<file path="config.mk">
export PLATFORM = sky130hd
export DESIGN_NAME = flash_sample_loader_flat
export DESIGN_NICKNAME = d
export VERILOG_FILES = /design/src/rtl/flash_loader_pkg.sv /design/src/rtl/flash_sample_loader_if.sv /design/src/rtl/sample_unpacker.sv /design/src/rtl/flash_sample_loader.sv /design/src/flat_wrapper.sv
export SDC_FILE = /design/constraint.sdc
export NUM_CORES = 1
export LEC_CHECK = 0
export CAP_MARGIN = 20
export CORE_ASPECT_RATIO = 0.75
export CORE_MARGIN = 1.5
export CORE_UTILIZATION = 60
export CTS_CLUSTER_SIZE = 8
export DETAILED_ROUTE_END_ITERATION = 10
export DONT_BUFFER_PORTS = 1
export HOLD_SLACK_MARGIN = 0.12
export PLACE_DENSITY = 0.76
export REMOVE_ABC_BUFFERS = 1
export SYNTH_ARGS = -nofsm -noshare
export SYNTH_HDL_FRONTEND = slang
export SYNTH_SLANG_ARGS = --single-unit
</file>
<file path="constraint.sdc">
create_clock -name clk -period 2.3 [get_ports clk]
set_clock_uncertainty 0.15 [all_clocks]
set_input_delay 0.115 -clock clk [delete_from_list [all_inputs] [get_ports clk]]
set_output_delay 0.115 -clock clk [all_outputs]
set_load 0.02 [all_outputs]
</file>
<file path="src/rtl/flash_loader_pkg.sv">
// Shared types and helpers for the flash-to-sample-RAM loader.
// Optional checksum output: define FLASH_LOADER_CHECKSUM_EN.
package flash_loader_pkg;

    typedef enum logic [2:0] {IDLE, REQ, WAIT, WRITE, DONE} loader_state_e;

    localparam int unsigned FLASH_WORD_W = 32;

    function automatic int unsigned spw(input int unsigned sample_w);
        return FLASH_WORD_W / sample_w;
    endfunction

endpackage

</file>
<file path="src/rtl/flash_sample_loader_if.sv">
// Control, Avalon-MM flash read port and sample RAM write port of the loader.
// The checksum signal exists only when FLASH_LOADER_CHECKSUM_EN is defined.
interface flash_sample_loader_if
    import flash_loader_pkg::*;
#(
    parameter int unsigned FLASH_AW = 23,
    parameter int unsigned MEM_AW   = 8,
    parameter int unsigned SAMPLE_W = 16
);
    logic                    start;
    logic                    busy;
    logic                    done;
    logic                    flash_mem_read;
    logic [FLASH_AW-1:0]     flash_mem_address;
    logic [3:0]              flash_mem_byteenable;
    logic                    flash_mem_waitrequest;
    logic [FLASH_WORD_W-1:0] flash_mem_readdata;
    logic                    flash_mem_readdatavalid;
    logic [MEM_AW-1:0]       mem_address;
    logic [SAMPLE_W-1:0]     mem_data;
    logic                    mem_wren;

`ifdef FLASH_LOADER_CHECKSUM_EN
    logic [31:0]             checksum;

    modport master (
        input  start, flash_mem_waitrequest, flash_mem_readdata, flash_mem_readdatavalid,
        output busy, done, flash_mem_read, flash_mem_address, flash_mem_byteenable,
        output mem_address, mem_data, mem_wren, checksum
    );
    modport slave (
        output start, flash_mem_waitrequest, flash_mem_readdata, flash_mem_readdatavalid,
        input  busy, done, flash_mem_read, flash_mem_address, flash_mem_byteenable,
        input  mem_address, mem_data, mem_wren, checksum
    );
`else
    modport master (
        input  start, flash_mem_waitrequest, flash_mem_readdata, flash_mem_readdatavalid,
        output busy, done, flash_mem_read, flash_mem_address, flash_mem_byteenable,
        output mem_address, mem_data, mem_wren
    );
    modport slave (
        output start, flash_mem_waitrequest, flash_mem_readdata, flash_mem_readdatavalid,
        input  busy, done, flash_mem_read, flash_mem_address, flash_mem_byteenable,
        input  mem_address, mem_data, mem_wren
    );
`endif

endinterface

</file>
<file path="src/rtl/sample_unpacker.sv">
// Holds one flash word and steps through its samples, lowest bits first.
module sample_unpacker
    import flash_loader_pkg::*;
#(
    parameter int unsigned SAMPLE_W = 16
) (
    input  logic                    clk,
    input  logic                    rst_n,
    input  logic                    load_i,
    input  logic [FLASH_WORD_W-1:0] word_i,
    input  logic                    advance_i,
    output logic [SAMPLE_W-1:0]     sample_o,
    output logic                    last_o
);
    localparam int unsigned SPW  = spw(SAMPLE_W);
    localparam int unsigned IdxW = (SPW > 1) ? $clog2(SPW) : 1;

    logic [FLASH_WORD_W-1:0] hold_q, hold_d;
    logic [IdxW-1:0]         idx_q, idx_d;

    assign sample_o = hold_q[idx_q*SAMPLE_W +: SAMPLE_W];
    assign last_o   = (idx_q == IdxW'(SPW - 1));

    always_comb begin
        hold_d = hold_q;
        idx_d  = idx_q;
        if (load_i) begin
            hold_d = word_i;
            idx_d  = '0;
        end else if (advance_i) begin
            // Wrap keeps the slice in range when a word holds a single sample.
            idx_d = last_o ? '0 : idx_q + 1'b1;
        end
    end

    always_ff @(posedge clk) begin
        if (!rst_n) begin
            hold_q <= '0;
            idx_q  <= '0;
        end else begin
            hold_q <= hold_d;
            idx_q  <= idx_d;
        end
    end

endmodule

</file>
<file path="src/rtl/flash_sample_loader.sv">
// Copies NUM_WORDS flash words into sample RAM, one sample per write cycle.
// Define FLASH_LOADER_CHECKSUM_EN to add a 32-bit running sum of written samples.
module flash_sample_loader
    import flash_loader_pkg::*;
#(
    parameter int unsigned NUM_WORDS  = 128,
    parameter int unsigned FLASH_AW   = 23,
    parameter int unsigned FLASH_BASE = 0,
    parameter int unsigned MEM_AW     = 8,
    parameter int unsigned MEM_BASE   = 0,
    parameter int unsigned SAMPLE_W   = 16
) (
    input logic                   clk,
    input logic                   rst_n,
    flash_sample_loader_if.master bus
);
    localparam int unsigned CntW = $clog2(NUM_WORDS + 1);

    loader_state_e       state_q, state_d;
    logic [CntW-1:0]     cnt_q, cnt_d;
    logic                busy_q, busy_d, done_q, done_d;
    logic                read_q, read_d, wren_q, wren_d;
    logic [FLASH_AW-1:0] faddr_q, faddr_d;
    logic [MEM_AW-1:0]   maddr_q, maddr_d;
    logic [SAMPLE_W-1:0] mdata_q, mdata_d;
    logic                load, advance, last, accept, more;
    logic [SAMPLE_W-1:0] sample;

    // busy_q is still high during the first DONE cycle, so start is only taken after it.
    assign accept = bus.start && !busy_q && (state_q == IDLE || state_q == DONE);
    assign more   = (32'(cnt_q) + 32'd1) < NUM_WORDS;

    sample_unpacker #(
        .SAMPLE_W (SAMPLE_W)
    ) u_unpacker (
        .clk       (clk),
        .rst_n     (rst_n),
        .load_i    (load),
        .word_i    (bus.flash_mem_readdata),
        .advance_i (advance),
        .sample_o  (sample),
        .last_o    (last)
    );

    always_ff @(posedge clk) begin
        if (!rst_n) begin
            state_q <= IDLE;
            cnt_q   <= '0;
            busy_q  <= 1'b0;
            done_q  <= 1'b0;
            read_q  <= 1'b0;
            wren_q  <= 1'b0;
            faddr_q <= FLASH_AW'(FLASH_BASE);
            maddr_q <= MEM_AW'(MEM_BASE);
            mdata_q <= '0;
        end else begin
            state_q <= state_d;
            cnt_q   <= cnt_d;
            busy_q  <= busy_d;
            done_q  <= done_d;
            read_q  <= read_d;
            wren_q  <= wren_d;
            faddr_q <= faddr_d;
            maddr_q <= maddr_d;
            mdata_q <= mdata_d;
        end
    end

    always_comb begin
        state_d = state_q;
        case (state_q)
            IDLE:    if (accept) state_d = REQ;
            REQ:     if (!bus.flash_mem_waitrequest) state_d = WAIT;
            WAIT:    if (bus.flash_mem_readdatavalid) state_d = WRITE;
            WRITE:   if (last) state_d = more ? REQ : DONE;
            DONE:    if (accept) state_d = REQ;
            default: state_d = IDLE;
        endcase
    end

    always_comb begin
        read_d  = read_q;
        faddr_d = faddr_q;
        // Address advances in the cycle after each presented write.
        maddr_d = wren_q ? maddr_q + 1'b1 : maddr_q;
        mdata_d = mdata_q;
        wren_d  = 1'b0;
        busy_d  = busy_q;
        done_d  = done_q;
        cnt_d   = cnt_q;
        load    = 1'b0;
        advance = 1'b0;
        case (state_q)
            IDLE, DONE: begin
                if (state_q == DONE) begin
                    done_d = 1'b1;
                    busy_d = 1'b0;
                end
                if (accept) begin
                    read_d  = 1'b1;
                    faddr_d = FLASH_AW'(FLASH_BASE);
                    maddr_d = MEM_AW'(MEM_BASE);
                    cnt_d   = '0;
                    busy_d  = 1'b1;
                    done_d  = 1'b0;
                end
            end
            REQ:   if (!bus.flash_mem_waitrequest) read_d = 1'b0;
            WAIT:  load = bus.flash_mem_readdatavalid;
            WRITE: begin
                wren_d  = 1'b1;
                mdata_d = sample;
                advance = 1'b1;
                if (last && more) begin
                    cnt_d   = cnt_q + 1'b1;
                    faddr_d = faddr_q + 1'b1;
                    read_d  = 1'b1;
                end
            end
            default: ;
        endcase
    end

`ifdef FLASH_LOADER_CHECKSUM_EN
    logic [31:0] cks_q, cks_d;

    always_comb begin
        cks_d = cks_q;
        if (accept) begin
            cks_d = '0;
        end else if (state_q == WRITE) begin
            cks_d = cks_q + 32'(sample);
        end
    end

    always_ff @(posedge clk) begin
        if (!rst_n) begin
            cks_q <= '0;
        end else begin
            cks_q <= cks_d;
        end
    end

    assign bus.checksum = cks_q;
`endif

    assign bus.busy                 = busy_q;
    assign bus.done                 = done_q;
    assign bus.flash_mem_read       = read_q;
    assign bus.flash_mem_address    = faddr_q;
    assign bus.flash_mem_byteenable = 4'b1111;
    assign bus.mem_address          = maddr_q;
    assign bus.mem_data             = mdata_q;
    assign bus.mem_wren             = wren_q;

endmodule
</file>
<file path="src/flat_wrapper.sv">
// flat-port wrapper written by rule: the top's interface ports become plain ports
module flash_sample_loader_flat import flash_loader_pkg::*;
#(
    parameter int unsigned NUM_WORDS  = 128,
    parameter int unsigned FLASH_AW   = 23,
    parameter int unsigned FLASH_BASE = 0,
    parameter int unsigned MEM_AW     = 8,
    parameter int unsigned MEM_BASE   = 0,
    parameter int unsigned SAMPLE_W   = 16
)
  (clk, rst_n, bus_start, bus_flash_mem_waitrequest, bus_flash_mem_readdata, bus_flash_mem_readdatavalid, bus_busy, bus_done, bus_flash_mem_read, bus_flash_mem_address, bus_flash_mem_byteenable, bus_mem_address, bus_mem_data, bus_mem_wren);
  flash_sample_loader_if #(.FLASH_AW(FLASH_AW), .MEM_AW(MEM_AW), .SAMPLE_W(SAMPLE_W)) bus_i ();
  input logic clk;
  input logic rst_n;
  input wire logic [$bits(bus_i.start)-1:0] bus_start;
  input wire logic [$bits(bus_i.flash_mem_waitrequest)-1:0] bus_flash_mem_waitrequest;
  input wire logic [$bits(bus_i.flash_mem_readdata)-1:0] bus_flash_mem_readdata;
  input wire logic [$bits(bus_i.flash_mem_readdatavalid)-1:0] bus_flash_mem_readdatavalid;
  output wire logic [$bits(bus_i.busy)-1:0] bus_busy;
  output wire logic [$bits(bus_i.done)-1:0] bus_done;
  output wire logic [$bits(bus_i.flash_mem_read)-1:0] bus_flash_mem_read;
  output wire logic [$bits(bus_i.flash_mem_address)-1:0] bus_flash_mem_address;
  output wire logic [$bits(bus_i.flash_mem_byteenable)-1:0] bus_flash_mem_byteenable;
  output wire logic [$bits(bus_i.mem_address)-1:0] bus_mem_address;
  output wire logic [$bits(bus_i.mem_data)-1:0] bus_mem_data;
  output wire logic [$bits(bus_i.mem_wren)-1:0] bus_mem_wren;
  assign bus_i.start = bus_start;
  assign bus_i.flash_mem_waitrequest = bus_flash_mem_waitrequest;
  assign bus_i.flash_mem_readdata = bus_flash_mem_readdata;
  assign bus_i.flash_mem_readdatavalid = bus_flash_mem_readdatavalid;
  assign bus_busy = bus_i.busy;
  assign bus_done = bus_i.done;
  assign bus_flash_mem_read = bus_i.flash_mem_read;
  assign bus_flash_mem_address = bus_i.flash_mem_address;
  assign bus_flash_mem_byteenable = bus_i.flash_mem_byteenable;
  assign bus_mem_address = bus_i.mem_address;
  assign bus_mem_data = bus_i.mem_data;
  assign bus_mem_wren = bus_i.mem_wren;
  flash_sample_loader #(.NUM_WORDS(NUM_WORDS), .FLASH_AW(FLASH_AW), .FLASH_BASE(FLASH_BASE), .MEM_AW(MEM_AW), .MEM_BASE(MEM_BASE), .SAMPLE_W(SAMPLE_W)) u_core (.clk(clk), .rst_n(rst_n), .bus(bus_i));
endmodule
</file>
=== Yosys cells after proc, flatten, opt, wreduce, memory -nomap -nowiden ===
Index checks and enable logic that the tools add are counted.

* Flip-flop bits (word level): 95
* Output and inout bits: 55
* Word-level logic and storage cells: 69

* Add/subtract/negate cells: 5
* $lt $le $gt $ge: 1
* Equality and inequality tests: 9
* Shift operators: 1
* Mux-type cells: 26
* Bitwise logic cells: 1
* Reduce and logical (&&, ||, !) cells: 15

{| class="wikitable"
|+ Operator list
! operator !! number
|-
| $mux 23 || 2
|-
| $pmux 23 s2 || 1
|-
| $mux 8 || 5
|-
| $lt 32x8->1 const B || 1
|-
| $shiftx 32x6->16 || 1
|-
| $add 23x1->23 const B || 1
|-
| $add 8x1->8 const B || 2
|-
| $pmux 8 s2 || 1
|-
| $mux 3 || 5
|-
| $pmux 3 s4 || 1
|-
| $mux 1 || 10
|-
| $add 8x1->9 const B || 1
|-
| $reduce_and 4->1 || 2
|-
| $eq 3x2->1 const B || 2
|-
| $ne 2x2->1 const B || 3
|-
| $ne 2x1->1 const B || 2
|-
| $reduce_bool 2->1 || 2
|-
| $reduce_or 2->1 || 2
|-
| $eq 3x1->1 const B || 1
|-
| $eq 3x3->1 const B || 1
|-
| $logic_and 1x1->1 || 3
|-
| $logic_not 3->1 || 1
|-
| $pmux 1 s3 || 1
|-
| $reduce_and 3->1 || 1
|-
| 6 further kinds || 6
|}

=== Logic depth before layout (Yosys ltp) ===
Gate-level depths: netlist of run 1.

* Depth after elaboration: 5
* Gate-level depth with buffers: 9
* Depth with buffers taken out: 7

=== Modules after synthesis ===
A second synthesis of run 1 with hierarchy kept.

* Cells, all modules: 473
* Area, all modules: 4375.4 sq um

{| class="wikitable"
|+ By module, submodules not included
! module !! instances !! cells an instance !! area an instance (sq um)
|-
| flash_sample_loader || 1 || 349 || 2894.0
|-
| sample_unpacker || 1 || 124 || 1481.4
|}

=== Worst setup path before layout of run 1 ===
OpenSTA, ideal clock, no wires.

* Kind: reg-to-reg
* Start point: reg u_core.faddr_q[8], in the netlist u_core.bus.flash_mem_address[8]
* End point: reg u_core.faddr_q[21], in the netlist u_core.bus.flash_mem_address[21]
* Arrival: 1.815 ns
* Required time: 2.076 ns
* Path slack: 0.261 ns
* Stages on the path, launching flop included: 6
* Buffers on the path: 0
* Period minus slack after synthesis: 2.039 ns
* Cells stage by stage: dfxtp_1 -> nand4_4 -> nor4_4 -> nand2_2 -> or4_1 -> a31oi_1

* Word-level cells in the longest chain between the ends: 3

{| class="wikitable"
|+ RTL lines
! element !! RTL line !! source
|-
| start: declaration || flash_sample_loader.sv:23 || <nowiki>logic [FLASH_AW-1:0] faddr_q, faddr_d;</nowiki>
|-
| start signal: assignment || flash_sample_loader.sv:53 || <nowiki>faddr_q <= FLASH_AW'(FLASH_BASE);</nowiki>
|-
| start signal: assignment || flash_sample_loader.sv:63 || <nowiki>faddr_q <= faddr_d;</nowiki>
|-
| $add 23x1->23 || flash_sample_loader.sv:116 || <nowiki>faddr_d = faddr_q + 1'b1;</nowiki>
|-
| $mux 23 || flash_sample_loader.sv:114 || <nowiki>if (last && more) begin</nowiki>
|-
| $pmux 23 s2 || flash_sample_loader.sv:93 || <nowiki>case (state_q)</nowiki>
|}

Every way passes these cells. The select of a mux whose other input is x is not followed.
A chain may end at the register's enable or synchronous reset.

=== Final worst setup path of run 1 ===
* Start point: reg u_core.cnt_q[0]
* End point: reg u_core.faddr_q[19], in the netlist u_core.bus.flash_mem_address[19]

* Word-level cells in the longest chain between the ends: 5

{| class="wikitable"
|+ RTL lines
! element !! RTL line !! source
|-
| start: declaration || flash_sample_loader.sv:20 || <nowiki>logic [CntW-1:0] cnt_q, cnt_d;</nowiki>
|-
| start signal: assignment || flash_sample_loader.sv:58 || <nowiki>cnt_q <= cnt_d;</nowiki>
|-
| $add 8x1->9 || flash_sample_loader.sv:31 || <nowiki>assign more = (32'(cnt_q) + 32'd1) < NUM_WORDS;</nowiki>
|-
| $lt 32x8->1 || flash_sample_loader.sv:31 ||
|-
| $logic_and 1x1->1 || flash_sample_loader.sv:114 ||
|-
| $ne 2x1->1 (no line) || -- ||
|-
| $reduce_and 3->1 (no line) || -- ||
|}

Every way passes these cells.

==> results of run 1 <==
[sequential cells by signal, summed over array words and instances (netlist names)]
signal	cells
u_core.bus.busy	1
u_core.bus.done	1
u_core.bus.flash_mem_address	23
u_core.bus.flash_mem_read	1
u_core.bus.mem_address	8
u_core.bus.mem_data	16
u_core.bus.mem_wren	1
u_core.cnt_q	8
u_core.state_q	3
u_core.u_unpacker.hold_q	32
u_core.u_unpacker.last_o	1
[per-stage QoR]
| stage | hold WS [ps] | area (um2) |
|---|---|---|
| floorplan | 94.1 | 4060 |
| global placement | 104 | 4490 |
| detailed placement | 107 | 4490 |
| CTS | 286 | 5370 |
| global route | 313 | 5430 |
| finish | 304 | 5430 |
[worst min path at each step]
stage	cells after the start	end
after detailed placement	2	u_core.bus.flash_mem_address[6]$_SDFFE_PN0P_
final	3	u_core.u_unpacker.hold_q[17]$_SDFFE_PN0P_
after CTS	4	u_core.u_unpacker.hold_q[23]$_SDFFE_PN0P_
after floorplan	2	u_core.bus.mem_wren$_SDFF_PN0_
after global placement	2	u_core.u_unpacker.hold_q[3]$_SDFFE_PN0P_
after global routing	3	u_core.u_unpacker.hold_q[17]$_SDFFE_PN0P_
[timing repair]
| item | in CTS | in global routing |
|---|---|---|
| gates resized for setup | 0 | 14 |
| hold buffers | 67 | 0 |
| endpoints found under the setup margin | 0 | 52 |
| setup buffers | 0 | 0 |
| hold endpoints to repair | 76 | 0 |
[report_power, final]
part | leakage, nW | internal (W) | total, W | switching, W
Clock | 0.108 | 0.000530 | 0.00119 | 0.000658
Sequential | 0.768 | 0.00174 | 0.00187 | 0.000130
Combinational | 0.952 | 0.000345 | 0.000896 | 0.000551
Total | 1.83 | 0.00261 | 0.00395 | 0.00134
[tightest hold or removal path: cells and delay by family]
family                 cells  cell delay [ps]
buffers and inverters      1              540
AOI/OAI and AO/OA          1               70
and+or+nand+nor            1               60
[logic make-up after synthesis]
| family | after synthesis | share of synthesized area (%) |
|---|---|---|
| simple gates | 225 | 26.7 |
| compound gates | 119 | 16.5 |
| flops | 95 | 45.2 |
| buf+inv | 40 | 4.28 |
| mux | 18 | 4.28 |
| xor+xnor | 10 | 2.08 |
| fa+ha+maj | 3 | 0.892 |
| other cells | 1 | 0.0891 |
[cell usage after synthesis, types with 2 or more instances]
master,number
a211oi_1,19
a21o_1,2
a21oi_1,63
a31oi_1,4
and2_1,2
and3_1,6
and4_1,3
buf_1,6
buf_2,6
buf_4,6
clkbuf_1,18
dfxtp_1,95
ha_1,3
inv_1,3
mux2i_1,18
nand2_1,93
nand2b_1,2
nand3_1,15
nand3b_1,5
nand4_1,7
nand4_2,2
nand4b_1,3
nor2_1,54
nor2b_1,4
nor3_1,8
nor4_1,2
o21ai_0,10
o21ai_1,8
o221a_2,2
o22ai_1,3
or3_1,6
or4b_1,3
xnor2_1,2
xor2_1,8
[routing by layer]
layer | track usage [%] | vias up
met4 | 14.2 | 0
met2 | 53.7 | 180
met5 | 0 | -
met3 | 8.35 | 30
li1 | - | 1956
met1 | 36.1 | 1959
[placed cells by master, fill, tap and decap left out, types with 8 or more instances in the layout]
cell type / instances
a211oi_1: 19
a21oi_1: 63
buf_4: 40
clkbuf_8: 9
dfxtp_1: 93
dlygate4sd3_1: 67
mux2i_1: 18
nand2_1: 93
nand3_1: 15
nor2_1: 54
nor3_1: 8
o21ai_0: 10
xor2_1: 8
[final cells by class]
| class | instances | area, um2 |
|---|---|---|
| multi-input cells | 379 | 2190 |
| flip-flops and latches | 95 | 1910 |
| fillers | 443 | 1370 |
| repair buffers | 109 | 1000 |
| clock buffers | 9 | 124 |
| well taps | 84 | 105 |
| clock inverters | 7 | 87.6 |
| inverters | 4 | 15.0 |
==> impl_metrics.toml, run 1 <==
[status]
outcome = "finished clean"

[critical_path]
rr_startpoint = "u_core.cnt_q[0]$_SDFFE_PN0P_"
max_stage_delay_ps = 480
r2r_end = "u_core.bus.flash_mem_address[19]$_SDFFE_PN0P_"
path_buf_inv = 0
cp.arrival_ps = 2370
worst-path-stages = 7
worst-setup-path-type = "register to register"
cp_cell_sequence = "ha_2, nand4b_1, o21ai_4, and4_4, nand2_1, or4b_1, a21oi_1"
rrSetupSlack_ps = 90
crit_slowest_cell = "or4b_1"
r2r_cells = 7
cp-startpoint = "u_core.cnt_q[0]$_SDFFE_PN0P_"
end_kind = "register"
endpoint = "u_core.bus.flash_mem_address[19]$_SDFFE_PN0P_"
crit_required_ps = 2460
critPathTopFamily = "simple AND/OR/NAND/NOR gates"
cp_max_fo = 5
start_kind = "register"

[timing]
slew_headroom_pct = 54.9
worstMarginPinSlew_ps = 676
fin_crit_ps = 2210
setup_violations = 0
slew_viol_final = 0
min_period_over_period_pct = 96.0
rsz0062_at_grt = "false"
finalSetupTns_ps = 0
hold_viol = 0
fmax_ghz = 0.453
fin_ws_ps = 92.7

[finish]
drive_above_1_share_pct = 13.3
nets = 638
antennaDiodeCount = 0
fin_util_pct = 79.8
synthToLayoutAreaGrowth_pct = 29.0
final_cells = 687

[floorplanning]
dieHeight_um = 75.5
num_rows = 26
ioPinCount = 92
coreArea_mm2 = 0.00680
dieWidth_um = 99.7
dieArea_mm2 = 0.00753
floorplan.initialDensity_pct = 61.9

[worst_hold_path]
min_from = "bus_flash_mem_readdata[17]"
hp-class = "input pin to register"

[grt]
overflow = 0
grtUsageTotal_pct = 30.7
antenna_found_initial = 0
grt_max_degree = 35
grt_pass1_vias = 3807
grt_first_pass_wirelength_mm = 18.0

[power]
irDropWorstVdd_v = 0.000508
powerDensity_mw_per_mm2 = 728
finalPower_w = 0.00395
p_leak_nw = 1.83

[flow_run]
maxCapViolations = 0

[detailed_routing]
drc = 0
drt_iter0_drc = 322
wl_per_cell_um = 17.2
routed.top_layer = "met4"
routed_wl_mm = 11.8
viasPerCell = 6.00
dr_wl_met3_um = 866
vias = 4125
routedLengthMet1_mm = 4.94
antenna_left = 0
drtPass1Iterations = 5
dr_wl_met2_mm = 5.78

[yosys]
avgSynthCellArea_um2 = 8.24
synthArstFlopShare_pct = 0
synth-main-ff-cell = "dfxtp_1"
synth.top_cells.by_area = "dfxtp_1, nand2_1, a21oi_1, nor2_1, mux2i_1"
synth-edff-count = 0
ys_types = 54
yosysTopAreaCellShare_pct = 45.2
synth_top_area_cell = "dfxtp_1"
syn_area_mm2 = 0.00421
synth_seq_area_share_pct = 45.2
synth_seq_cells = 95
ys_warn_count = 0
netlist_instances = 511

[clock_tree]
numClockSinks = 95
root_buffer = "clkbuf_8"
cts_tree = "built"
path_clk_slew_ps = 100
clk_latency_ps = 370
cts_buffers = 9
h-tree-depth = 3
cts_buffer_depth = 2

[placed_design]
dp_cells = 603
hpwl_mm = 6.69
gp_congestion = 0.873
dp_slack_ps = 80.2
portBuffers = 0
Power figures use the tool's default switching activity.
==> run 2: changes to the inputs <==
- MAX_ROUTING_LAYER: default -> met4
==> impl_metrics.toml, run 2 (synthesis results as in run 1) <==
[floorplanning]
ioPinCount = 92
dieWidth_um = 99.7
coreArea_mm2 = 0.00680
floorplan.initialDensity_pct = 61.9
dieHeight_um = 75.5
dieArea_mm2 = 0.00753
num_rows = 26

[clock_tree]
cts_tree = "built"
cts_buffer_depth = 2
h-tree-depth = 3
clk_latency_ps = 370
cts_buffers = 9
numClockSinks = 95
path_clk_slew_ps = 100
root_buffer = "clkbuf_8"

[placed_design]
gp_congestion = 0.887
portBuffers = 0
hpwl_mm = 6.69

[finish]
drive_above_1_share_pct = 12.7
synthToLayoutAreaGrowth_pct = 28.5
nets = 639
antennaDiodeCount = 0
top_register = "u_core.u_unpacker.hold_q"
largest_register_ffs = 32
most-common-layout-cells = "dfxtp_1, nand2_1, dlygate4sd3_1, a21oi_1, nor2_1"
layout_commonest_cell = "dfxtp_1"

[grt]
overflow = 0
grtUsageTotal_pct = 31.7
grt_max_degree = 35
grt_first_pass_wirelength_mm = 18.1
antenna_found_initial = 0
grt_pass1_vias = 3796

[detailed_routing]
drt_iter0_drc = 331
antenna_left = 0
drtPass1Iterations = 5
routed_wl_mm = 11.8
drc = 0
viasPerCell = 6.03
wl_per_cell_um = 17.1
vias = 4147

[critical_path]
cp_cell_sequence = "buf_4, nor4b_4, buf_4, buf_6, nand2_1, dlygate4sd3_1, a21oi_1"
crit_slowest_cell = "dlygate4sd3_1"
cp.arrival_ps = 2350
max_stage_delay_ps = 560
cpMostUsedCell = "buf_4"
start_kind = "register"
crit_required_ps = 2450
worst-setup-path-type = "register to register"
cp_max_fo = 13
end_kind = "register"

[timing]
rsz0062_at_grt = "true"
worstMarginPinSlew_ps = 672
hold_viol = 0
finalSetupTns_ps = 0
fin_hold_ws_ps = 314
slew_headroom_pct = 55.1
setup_violations = 0
min_period_over_period_pct = 95.6
fmax_ghz = 0.455
fin_crit_ps = 2200
slew_viol_final = 0

[power]
p_seq_share_pct = 47.3
internal_power_w = 0.00261
irDropWorstVdd_v = 0.000506
p_leak_nw = 1.83
switching_share_pct = 33.8
p_clk_share_pct = 30.0
powerDensity_mw_per_mm2 = 730
p_sw_w = 0.00133
combPwrFrac_pct = 22.7

[worst_hold_path]
hp-class = "register to register"

[status]
outcome = "finished clean"

[flow_run]
maxCapViolations = 0
[run 2: routing by layer]
layer | GRT usage (%) | up-vias | share of wire [%]
li1 | - | 1960 | -
met1 | 36.7 | 1959 | 41
met2 | 53.6 | 195 | 49
met3 | 7.52 | 33 | 7.6
met4 | 14.2 | 0 | 2.3
met5 | - | - | 0
[run 2: final timing paths]
path	from	to	slack, ps	cells after the start
max	u_core.state_q[0]$_SDFFE_PN0P_	u_core.u_unpacker.hold_q[19]$_SDFFE_PN0P_	100	7
min	u_core.u_unpacker.hold_q[2]$_SDFFE_PN0P_	u_core.u_unpacker.hold_q[2]$_SDFFE_PN0P_	310	2
max reg2reg	u_core.state_q[0]$_SDFFE_PN0P_	u_core.u_unpacker.hold_q[19]$_SDFFE_PN0P_	100	7
min reg2reg	u_core.u_unpacker.hold_q[2]$_SDFFE_PN0P_	u_core.u_unpacker.hold_q[2]$_SDFFE_PN0P_	310	2
[run 2: cell type report]
class	instances	area (um2)
clock buffer	9	124
clock inverter	7	87.6
fill	446	1390
inverter	4	15.0
multi-input combinational	379	2160
sequential	95	1900
tap	84	105
timing repair buffer	110	1010
[run 2: per-stage QoR]
stage | setup slack (ps) | total power (W) | std cells | area (um2) | utilization [%]
2_1_floorplan | -268 | 0.00238 | 478 | 4060 | -
3_3_place_gp | 169 | 0.00259 | 603 | 4490 | 66.0
3_5_place_dp | 80.2 | 0.00262 | 603 | 4490 | 66.0
4_1_cts | 26.3 | 0.00387 | 686 | 5370 | 79.0
5_1_grt | -5.24 | 0.00410 | 688 | 5410 | 79.6
6_report | 100 | 0.00395 | 688 | 5410 | 79.6
[run 2: timing repair]
action	4_1_cts	5_1_grt
endpoints found under the setup margin	0	52
resized for setup	0	8
buffers inserted	0	1
hold buffers	67	0
hold endpoints to repair	76	0
[run 2: power by group through the flow]
stage / registers [W] / clock network, W / logic (W)
after detailed placement: 0.00190 / 0 / 0.000720
after CTS: 0.00186 / 0.00119 / 0.000822
after global routing: 0.00188 / 0.00126 / 0.000969
after floorplan: 0.00190 / 0 / 0.000473
final: 0.00186 / 0.00118 / 0.000897
after global placement: 0.00189 / 0 / 0.000701
[run 2: critical path, delay by kind of cell, from the launching register on]
family | cells | cell delay, ps
AO/OA/AOI/OAI | 1 | 150
AND/OR/NAND/NOR | 2 | 300
flip-flops | 1 | 400
buffers and inverters | 4 | 1130
==> run 3: changes to the inputs <==
- RECOVER_POWER: default -> 50
==> impl_metrics.toml, run 3 (synthesis results as in run 1) <==
[clock_tree]
h-tree-depth = 3
numClockSinks = 95
cts_tree = "built"
cts_buffer_depth = 2
clk_latency_ps = 370
root_buffer = "clkbuf_8"
path_clk_slew_ps = 100
cts_buffers = 9

[power]
p_leak_nw = 1.74
irDropWorstVdd_v = 0.000504
powerDensity_mw_per_mm2 = 741

[placed_design]
dp_cells = 603
dp_slack_ps = 80.2
hpwl_mm = 6.69
portBuffers = 0
gp_congestion = 0.887

[detailed_routing]
wl_per_cell_um = 17.1
vias = 4162
drtPass1Iterations = 6
drt_iter0_drc = 324
antenna_left = 0
viasPerCell = 6.05
drc = 0
routed_wl_mm = 11.8

[floorplanning]
dieHeight_um = 75.5
floorplan.initialDensity_pct = 61.9
coreArea_mm2 = 0.00680
ioPinCount = 92
num_rows = 26
dieArea_mm2 = 0.00753
dieWidth_um = 99.7

[finish]
most-common-layout-cells = "dfxtp_1, nand2_1, dlygate4sd3_1, a21oi_1, nor2_1"
drive_above_1_share_pct = 9.27
top_register = "u_core.u_unpacker.hold_q"
synthToLayoutAreaGrowth_pct = 26.6
final_cells = 688
nets = 639
largest_register_ffs = 32
layout_commonest_cell = "dfxtp_1"
antennaDiodeCount = 0

[critical_path]
cp_max_fo = 13
r2r_end = "u_core.u_unpacker.hold_q[19]$_SDFFE_PN0P_"
end_kind = "register"
rrSetupSlack_ps = 90
r2r_cells = 7
crit_required_ps = 2450
start_kind = "register"
worst-setup-path-type = "register to register"
cp.arrival_ps = 2360
max_stage_delay_ps = 560
cpMostUsedCell = "buf_4"
crit_slowest_cell = "dlygate4sd3_1"
rr_startpoint = "u_core.state_q[0]$_SDFFE_PN0P_"
cp_cell_sequence = "buf_4, nor4b_4, buf_4, buf_6, nand2_1, dlygate4sd3_1, a21oi_1"

[worst_hold_path]
hp-class = "register to register"
hold_depth = 2
min_from = "u_core.u_unpacker.hold_q[2]$_SDFFE_PN0P_"
min_to = "u_core.u_unpacker.hold_q[2]$_SDFFE_PN0P_"

[grt]
grt_max_degree = 35
antenna_found_initial = 0
grt_pass1_vias = 3796
grt_first_pass_wirelength_mm = 18.1
grtUsageTotal_pct = 31.7
overflow = 0

[timing]
slew_headroom_pct = 54.2
fmax_ghz = 0.452
fin_crit_ps = 2210
slew_viol_final = 0
setup_violations = 0
hold_viol = 0
fin_ws_ps = 88.8
rsz0062_at_grt = "true"
min_period_over_period_pct = 96.1
worstMarginPinSlew_ps = 687

[status]
outcome = "finished clean"

[flow_run]
maxCapViolations = 0
[run 3: changes by cell type in the layout (fill, tap and decap cells not counted), sizes merged]
cell and change:
buf -21, clkbuf +21
[run 3: area by class of cell]
type                            count  area (um2)
Clock buffer                        9         124
Clock inverter                      7        87.6
Fill cell                         457        1470
Inverter                            4        15.0
Multi-Input combinational cell    379        2160
Sequential cell                    95        1900
Tap cell                           84         105
Timing Repair Buffer              110         935
[run 3: worst max path at each step]
stage | from | end | cells past startpoint
global route | u_core.cnt_q[0]$_SDFFE_PN0P_ | u_core.bus.flash_mem_address[22]$_SDFFE_PN0P_ | 7
detailed placement | u_core.cnt_q[0]$_SDFFE_PN0P_ | u_core.bus.flash_mem_address[19]$_SDFFE_PN0P_ | 7
floorplan | u_core.state_q[1]$_SDFFE_PN0P_ | u_core.u_unpacker.hold_q[0]$_SDFFE_PN0P_ | 4
finish | u_core.state_q[0]$_SDFFE_PN0P_ | u_core.u_unpacker.hold_q[19]$_SDFFE_PN0P_ | 7
CTS | u_core.cnt_q[0]$_SDFFE_PN0P_ | u_core.cnt_q[3]$_SDFFE_PN0P_ | 7
global placement | u_core.cnt_q[0]$_SDFFE_PN0P_ | u_core.cnt_q[3]$_SDFFE_PN0P_ | 7
[run 3: timing repair]
item,in CTS,in global routing
gates resized for setup,0,8
hold buffers,67,0
endpoints found under the setup margin,0,52
buffers inserted,0,1
hold endpoints to repair,76,0
[run 3: critical path: cells and delay by family, from the launching register on]
family / cells / cell delay, ps
compound gates: 1 / 150
flops: 1 / 410
buf+inv: 4 / 1130
simple gates: 2 / 300
[run 3: through the flow]
stage / setup TNS [ps] / util (%) / hold slack [ps] / instance area (um2) / power [W]
final: 0 / 78.4 / 314 / 5330 / 0.00395
after global routing: -5.24 / 78.4 / 323 / 5330 / 0.00410
after CTS: 0 / 79.0 / 286 / 5370 / 0.00387
after detailed placement: 0 / 66.0 / 107 / 4490 / 0.00262
after global placement: 0 / 66.0 / 104 / 4490 / 0.00259
after floorplan: -9150 / - / 94.1 / 4060 / 0.00238
[run 3: layer usage]
metal	up-vias	part of all wire, %	track usage, %
met3	35	7.1	7.52
met1	1967	42	36.7
li1	1959	-	-
met5	-	0	-
met4	0	2.1	14.2
met2	201	49	53.6
[run 3: report_power, final]
part           switching [W]  total (W)  internal [W]
sequential          0.000129    0.00186       0.00174
clock               0.000656    0.00119      0.000530
combinational       0.000554   0.000898      0.000344
total                0.00134    0.00395       0.00261
